**config.mk**
```make
export PLATFORM = sky130hd
export DESIGN_NAME = unsigned_seq_divider
export DESIGN_NICKNAME = d
export VERILOG_FILES = /design/src/rtl/unsigned_seq_divider.sv
export SDC_FILE = /design/constraint.sdc
export NUM_CORES = 1
export LEC_CHECK = 0
export ABC_CLOCK_PERIOD_IN_PS = 6400
export BUFFER_PORTS_ARGS = -buffer_cell sky130_fd_sc_hd__buf_4
export CAP_MARGIN = 20
export CELL_PAD_IN_SITES_DETAIL_PLACEMENT = 2
export CELL_PAD_IN_SITES_GLOBAL_PLACEMENT = 2
export CORE_MARGIN = 1.5
export CORE_UTILIZATION = 37
export CTS_CLUSTER_SIZE = 28
export DETAILED_ROUTE_END_ITERATION = 8
export GPL_ROUTABILITY_DRIVEN = 0
export PLACE_DENSITY = 0.93
export SLEW_MARGIN = 20
export SYNTH_ARGS = -nofsm -noshare
export SYNTH_HDL_FRONTEND = slang
export SYNTH_SLANG_ARGS = --single-unit
```
**constraint.sdc**
```tcl
create_clock -name clk -period 6.4 [get_ports clk]
set_input_delay 1.28 -clock clk [delete_from_list [all_inputs] [get_ports clk]]
set_output_delay 1.28 -clock clk [all_outputs]
set_load 0.005 [all_outputs]
```
**src/rtl/unsigned_seq_divider.sv**
```systemverilog
// Iterative restoring radix-2 unsigned divider: one quotient bit per clock,
// valid/ready handshakes on operands and result, defined divide-by-zero result.
module unsigned_seq_divider #(
    parameter int DIVIDEND_W = 16,
    parameter int DIVISOR_W  = 8
) (
    input  logic                  clk,
    input  logic                  rst,
    input  logic                  in_valid,
    output logic                  in_ready,
    input  logic [DIVIDEND_W-1:0] dividend,
    input  logic [DIVISOR_W-1:0]  divisor,
    output logic                  out_valid,
    input  logic                  out_ready,
    output logic [DIVIDEND_W-1:0] quotient,
    output logic [DIVISOR_W-1:0]  remainder,
    output logic                  div_by_zero
);

    localparam int CNT_W = $clog2(DIVIDEND_W) + 1;
    localparam logic [CNT_W-1:0] LAST_ITER = CNT_W'(DIVIDEND_W - 1);

    typedef enum logic [1:0] {
        IDLE,
        BUSY,
        DONE
    } state_t;

    state_t                  state_q, state_d;
    logic [CNT_W-1:0]        cnt_q, cnt_d;
    logic [DIVIDEND_W-1:0]   q_q, q_d;
    logic [DIVISOR_W-1:0]    d_q, d_d;
    logic [DIVISOR_W:0]      r_q, r_d;
    logic                    zero_q, zero_d;
    logic [DIVIDEND_W-1:0]   quotient_q, quotient_d;
    logic [DIVISOR_W-1:0]    remainder_q, remainder_d;
    logic                    dbz_q, dbz_d;

    logic [DIVISOR_W:0]      shifted;
    logic [DIVISOR_W+1:0]    diff;
    logic                    borrow;
    logic [DIVISOR_W:0]      r_step;
    logic [DIVIDEND_W-1:0]   q_step;

    // One restoring step: trial subtract, keep the difference only without borrow.
    always_comb begin
        shifted = {r_q[DIVISOR_W-1:0], q_q[DIVIDEND_W-1]};
        diff    = {1'b0, shifted} - {2'b00, d_q};
        borrow  = diff[DIVISOR_W+1];
        r_step  = borrow ? shifted : diff[DIVISOR_W:0];
        q_step  = {q_q[DIVIDEND_W-2:0], ~borrow};
    end

    always_comb begin
        state_d     = state_q;
        cnt_d       = cnt_q;
        q_d         = q_q;
        d_d         = d_q;
        r_d         = r_q;
        zero_d      = zero_q;
        quotient_d  = quotient_q;
        remainder_d = remainder_q;
        dbz_d       = dbz_q;

        unique case (state_q)
            IDLE: begin
                if (in_valid) begin
                    q_d     = dividend;
                    d_d     = divisor;
                    r_d     = '0;
                    cnt_d   = '0;
                    zero_d  = (divisor == '0);
                    state_d = BUSY;
                end
            end
            BUSY: begin
                // A zero divisor spends a single BUSY cycle so its result appears after accept+1.
                if (zero_q) begin
                    quotient_d  = '1;
                    remainder_d = '0;
                    dbz_d       = 1'b1;
                    state_d     = DONE;
                end else begin
                    q_d   = q_step;
                    r_d   = r_step;
                    cnt_d = cnt_q + CNT_W'(1);
                    if (cnt_q == LAST_ITER) begin
                        quotient_d  = q_step;
                        remainder_d = r_step[DIVISOR_W-1:0];
                        dbz_d       = 1'b0;
                        state_d     = DONE;
                    end
                end
            end
            DONE: begin
                if (out_ready) begin
                    state_d = IDLE;
                end
            end
            default: state_d = IDLE;
        endcase
    end

    always_ff @(posedge clk or posedge rst) begin
        if (rst) begin
            state_q     <= IDLE;
            cnt_q       <= '0;
            q_q         <= '0;
            d_q         <= '0;
            r_q         <= '0;
            zero_q      <= 1'b0;
            quotient_q  <= '0;
            remainder_q <= '0;
            dbz_q       <= 1'b0;
        end else begin
            state_q     <= state_d;
            cnt_q       <= cnt_d;
            q_q         <= q_d;
            d_q         <= d_d;
            r_q         <= r_d;
            zero_q      <= zero_d;
            quotient_q  <= quotient_d;
            remainder_q <= remainder_d;
            dbz_q       <= dbz_d;
        end
    end

    assign in_ready    = (state_q == IDLE);
    assign out_valid   = (state_q == DONE);
    assign quotient    = quotient_q;
    assign remainder   = remainder_q;
    assign div_by_zero = dbz_q;

endmodule
```
; ---- After elaboration in Yosys (flattened, before gate mapping)
; Cells that the tools add are included.
[totals]
in_bits = 28
output_inout_bits = 27
register_bits = 65
[op_classes]
addsub = 2
bitwise = 1
n_eq_ne = 7
n_reduce_logical = 8
n_mux = 21
[ops]
columns = op, count
row1 = two-way mux 16 bit, 4
row2 = two-way mux 8 bit, 5
row3 = one-hot mux 16 bit (2 select lines), 1
row4 = one-hot mux 8 bit (2 select lines), 1
row5 = two-way mux 5 bit, 2
row6 = one-hot mux 5 bit (2 select lines), 1
row7 = subtractor 9 x 8 -> 10 bit, 1
row8 = logical NOT 8 bit, 1
row9 = two-way mux 2 bit, 4
row10 = one-hot mux 2 bit (3 select lines), 1
row11 = AND reduction 3 bit, 2
row12 = adder 5 x 1 -> 5 bit (second input constant), 1
row13 = == test 5 x 4 -> 1 bit (second input constant), 1
row14 = inequality test 2 bit (second input constant), 2
row15 = AND reduction 2 bit, 2
row16 = nonzero test 2 bit, 2
row17 = inequality test 3 bit (second input constant), 1
row18 = == test 2 x 1 -> 1 bit (second input constant), 1
row19 = == test 2 bit (second input constant), 1
row20 = logical NOT 2 bit, 1
row21 = two-way mux 1 bit, 2
row22 = inequality test 2 x 1 -> 1 bit (second input constant), 1
row23 = NOT 1 bit, 1

; ---- Longest topological paths before layout
[depth]
ltp_word = 4
mapped_depth = 9

; ---- Worst setup path before layout
; OpenSTA, ideal clock, no wires.
[synth_timing]
path_kind = input -> register
from = input port in_valid
to = register q_q[15]
setup_time_ns = 0.133
stages = 4
arrival_ns = 2.055
t_required_ns = 6.267
slack_ns = 4.212
cell_sequence = and2_1 -> nor2_1 -> clkbuf_1 -> a21oi_1
[synth_between]
elab_chain_cells = 2
[synth_rtl]
columns = element, line_no
row1 = from (decl), 9  ; input logic in_valid,
row2 = inequality test 2 bit (no source line), -
row3 = AND reduction 3 bit (no source line), -
row4 = to (signal assigned), 118  ; q_q <= q_d;
row5 = to (decl), 31  ; logic [DIVIDEND_W-1:0] q_q, q_d;
; Every way passes these cells.
; A chain may end at the register's enable or synchronous reset.

; ---- Worst setup path in the final report
[layout_timing]
from = register q_q[15]
to = register r_q[4]
[layout_between]
elab_chain_cells = 4
[layout_rtl]
columns = element, line_no
row1 = subtractor 9 x 8 -> 10 bit, 48  ; diff = {1'b0, shifted} - {2'b00, d_q};
row2 = two-way mux 8 bit, 50  ; r_step = borrow ? shifted : diff[DIVISOR_W:0];
row3 = two-way mux 8 bit, 78  ; if (zero_q) begin
row4 = one-hot mux 8 bit (2 select lines), 65  ; unique case (state_q)
row5 = to (signal assigned), 120  ; r_q <= r_d;
row6 = to (decl), 33  ; logic [DIVISOR_W:0] r_q, r_d;
; Every way passes these cells. The select of a mux whose other input is x is not followed.

==> flow_summary.rst <==
.. list-table::
   :header-rows: 1

   * - Metric
     - Value
   * - Outcome
     - completed
   * - WL per Instance
     - 21.35 um
   * - Synthesized area
     - 3164 um2
   * - P&R area growth vs syn
     - 24.71%
   * - DRT Wirelength
     - 10550 um
   * - Setup violators final
     - 0
   * - Reg clk slew, reported paths
     - 0.08 ns
   * - List of most frequent post-synthesis cells
     - 70 x sky130_fd_sc_hd__nand2_1, 65 x sky130_fd_sc_hd__dfrtp_1, 26 x sky130_fd_sc_hd__nor2_1
   * - Synth top area cells
     - sky130_fd_sc_hd__dfrtp_1 51%, sky130_fd_sc_hd__nand2_1 8.3%, sky130_fd_sc_hd__ha_1 4.0%
   * - Category of the worst setup path capture point
     - flop
   * - Slew at the pin with the worst max-slew slack
     - 0.8551 ns
   * - Post-DR vias/cell
     - 5.530
   * - Post-synthesis instance total
     - 331
   * - Sum of negative setup slack
     - 0 ns
   * - Fillers
     - 891
   * - Post-synth net total
     - 370
   * - Crit path required time
     - 6.61 ns
   * - Post-CTS resize count
     - 0
   * - Number of violations of the max-capacitance limit
     - 0
   * - Worst-case vdd ir drop
     - 0.1950 mV
   * - Clock period minus final worst setup slack
     - 2.448 ns
   * - Number of buffers inserted for hold repair after clock tree synthesis
     - 0
   * - Syn avg cell area
     - 9.560 um2
   * - Count of unresolved DRC violations after routing
     - 0
   * - CP max FO
     - 3
   * - Via count of the first global-routing pass
     - 3056
   * - Critical-path cell list
     - inv_1, ha_1, inv_1, fa_1, a211oi_1, nor2_1, xor2_1, mux2i_1, o21ai_1
   * - Sink count of the clock tree
     - 65
   * - Tcrit/Tclk final
     - 38.25%
   * - Power per Cell Area
     - 622.6 nW/um2
   * - CTS max path bufs
     - 2
   * - Count of warnings emitted by yosys
     - 0
   * - Number of clock buffers inserted by TritonCTS
     - 9
   * - Cell taking the most area after synthesis
     - sky130_fd_sc_hd__dfrtp_1
   * - Number of primary I/O pins
     - 55
   * - Cell at the root of the clock tree
     - sky130_fd_sc_hd__clkbuf_8
   * - Top delay family on crit path
     - adder cells
   * - Worst slew margin relative to its limit
     - 42.99%
   * - Placeable core area
     - 8258 um2
   * - DRT Pass-1 Iters
     - 4
   * - Number of nets at the end of the flow
     - 423
   * - Full die area
     - 9115 um2
   * - Wire length of the first global-routing pass
     - 16640 um
   * - Clock latency at the later pin of the worst-skew pair
     - 0.35 ns
   * - Synthesis-stage register bit count
     - 65
   * - Number of antenna diodes
     - 0
   * - Top cell type's share of synthesized area
     - 51.40%
   * - Number of enable flip-flop cells after synthesis
     - 0
   * - Detailed-route via count
     - 2732
   * - Total congestion overflow after global routing
     - 0
   * - Setup Slack @ Placement
     - 3.653 ns
   * - Number of unique standard cell types used by synthesis
     - 46
   * - Setup ws final
     - 3.952 ns
   * - Slowest cell delay on critical path
     - 0.43 ns
   * - Most used flip-flop cell after synthesis
     - sky130_fd_sc_hd__dfrtp_1
   * - Largest net degree at the start of global routing
     - 66
   * - Count of buffer and inverter cells on the critical path
     - 2
   * - Worst path most repeated cell
     - sky130_fd_sc_hd__inv_1
   * - Cell Count Post-Placement
     - 477
   * - Initial drt markers
     - 115
   * - TritonCTS clock tree
     - yes
   * - Share of synthesized registers carrying an async set or reset
     - 100.0%
   * - Most common cell in the netlist
     - sky130_fd_sc_hd__nand2_1
   * - Critical path data arrival time
     - 2.66 ns
   * - Highest clock frequency the design can meet
     - 0.4085 GHz
   * - Layout Utilization
     - 47.79%
   * - Number of standard cells in the layout, taps in and fillers out
     - 494
   * - DP HPWL
     - 6872 um
   * - Starting density of the core
     - 38.32%
   * - Post-Route Skew
     - 0.007056 ns
   * - Leakage power of the design
     - 1.891 nW
   * - CP max-delay cell
     - sky130_fd_sc_hd__a211oi_1
   * - Hold WC Path Type
     - reg2reg
   * - Critical path startpoint category
     - flop
   * - Number of slew-limit violations in the final report
     - 0
   * - Antenna Nets Post-Route
     - 0
   * - # H-tree levels
     - 3
   * - Antenna violations before repair
     - 0
   * - Count of input and output buffers
     - 54
   * - Number of rows created at floorplan
     - 33
   * - Unrepaired setup endpoints after global routing
     - false
   * - Die extent in x
     - 95.48 um
   * - Sequential element share of the synthesized area
     - 51.40%
   * - Chip Height
     - 95.48 um
   * - Fraction of layout cells with a size suffix above 1
     - 22.11%
   * - Total GRT Usage
     - 24.81%
   * - Hold Violations, Final
     - 0
   * - Number of buffers inserted to repair setup after CTS
     - 0
   * - Critical path class
     - reg2reg
where the power goes:
part | internal, mW | leakage (nW) | total [mW] | switching (mW)
logic | 0.496 | 0.957 | 1.27 | 0.772
clock network | 0.261 | 0.117 | 0.438 | 0.177
registers | 0.605 | 0.817 | 0.750 | 0.145
total | 1.36 | 1.89 | 2.46 | 1.09
sequential cells by signal, indices dropped and copies added (netlist names):
register / flops
div_by_zero: 1
d_q: 8
state_q: 2
cnt_q: 5
zero_q: 1
r_q: 8
quotient: 16
remainder: 8
q_q: 16
path summary, 6_finish.rpt:
kind                            cells after the start            to  slack [ns]        start
worst min register to register                      2   quotient[5]        0.49  quotient[5]
min in group asynchronous                           3  quotient[14]        1.18          rst
worst max register to register                      9        r_q[4]        3.95      q_q[15]
max in group asynchronous                           3  remainder[6]        4.65          rst
worst max-delay path                                9        r_q[4]        3.95      q_q[15]
worst min-delay path                                2   quotient[5]        0.49  quotient[5]
cell families (layout without fill, tap and decap cells):
logic type / after synthesis / count (layout) / share of synthesized area, %
xor+xnor: 5 / 5 / 1.384
buf+inv: 34 / 92 / 4.389
simple gates: 121 / 121 / 16.77
fa+ha+maj: 11 / 11 / 4.587
compound gates: 88 / 88 / 19.10
mux: 7 / 7 / 2.372
flops: 65 / 65 / 51.40
per-stage QoR:
step	hold slack [ns]	total power [mW]	instance area, um2
after floorplan	0.4497	1.534	3164
after global placement	0.4676	1.826	3676
after detailed placement	0.4816	1.968	3676
after CTS	0.5006	2.469	3919
after global routing	0.5217	2.625	3946
final	0.4950	2.457	3946
layer usage:
layer / GRT usage [%] / up-vias / routed length (um)
met5: 0 / - / 0
met4: 9.436 / 0 / 143
met3: 2.871 / 12 / 362
met2: 45.45 / 66 / 5750
met1: 29.49 / 1394 / 4292
li1: - / 1260 / -
layout make-up:
class	count	area, um2	share of cell area [%]
clock buffers	10	127.6	3.234
flip-flops and latches	65	1627	41.22
well taps	105	131.4	3.329
clock inverters	6	115.1	2.917
repair buffers	60	470.5	11.92
inverters	16	60.06	1.522
multi-input cells	232	1415	35.86
worst reg2reg max path: cells and delay by family (launching register included):
family	cells	cell delay, ns
AO/OA/AOI/OAI	2	0.53
XOR/XNOR	1	0.17
adder cells (fa/ha/maj)	2	0.62
buffers and inverters	2	0.19
flip-flops	1	0.39
multiplexers	1	0.27
AND/OR/NAND/NOR	1	0.14
placed cells by master (no fill, tap or decap), types with 2 or more instances in the layout:
cell and count:
sky130_fd_sc_hd__bufinv_16 3, sky130_fd_sc_hd__or3_1 2, sky130_fd_sc_hd__mux2i_1 6, sky130_fd_sc_hd__a211oi_1 2, sky130_fd_sc_hd__clkbuf_8 9, sky130_fd_sc_hd__nor3b_1 4, sky130_fd_sc_hd__o21ai_1 23, sky130_fd_sc_hd__nand2_1 70
sky130_fd_sc_hd__o22a_1 4, sky130_fd_sc_hd__nor2b_1 3, sky130_fd_sc_hd__nor4_1 2, sky130_fd_sc_hd__o31ai_1 5, sky130_fd_sc_hd__ha_1 10, sky130_fd_sc_hd__nand2b_1 3, sky130_fd_sc_hd__inv_1 15, sky130_fd_sc_hd__xor2_1 4
sky130_fd_sc_hd__nand3_1 3, sky130_fd_sc_hd__nor2_1 26, sky130_fd_sc_hd__dfrtp_1 65, sky130_fd_sc_hd__a21oi_1 6, sky130_fd_sc_hd__buf_4 59, sky130_fd_sc_hd__o22ai_1 4, sky130_fd_sc_hd__a22oi_1 15, sky130_fd_sc_hd__a22o_1 2
sky130_fd_sc_hd__and2_1 2, sky130_fd_sc_hd__o21ai_0 15, sky130_fd_sc_hd__a32oi_1 2
No activity file was read; power rests on OpenSTA's default activity.
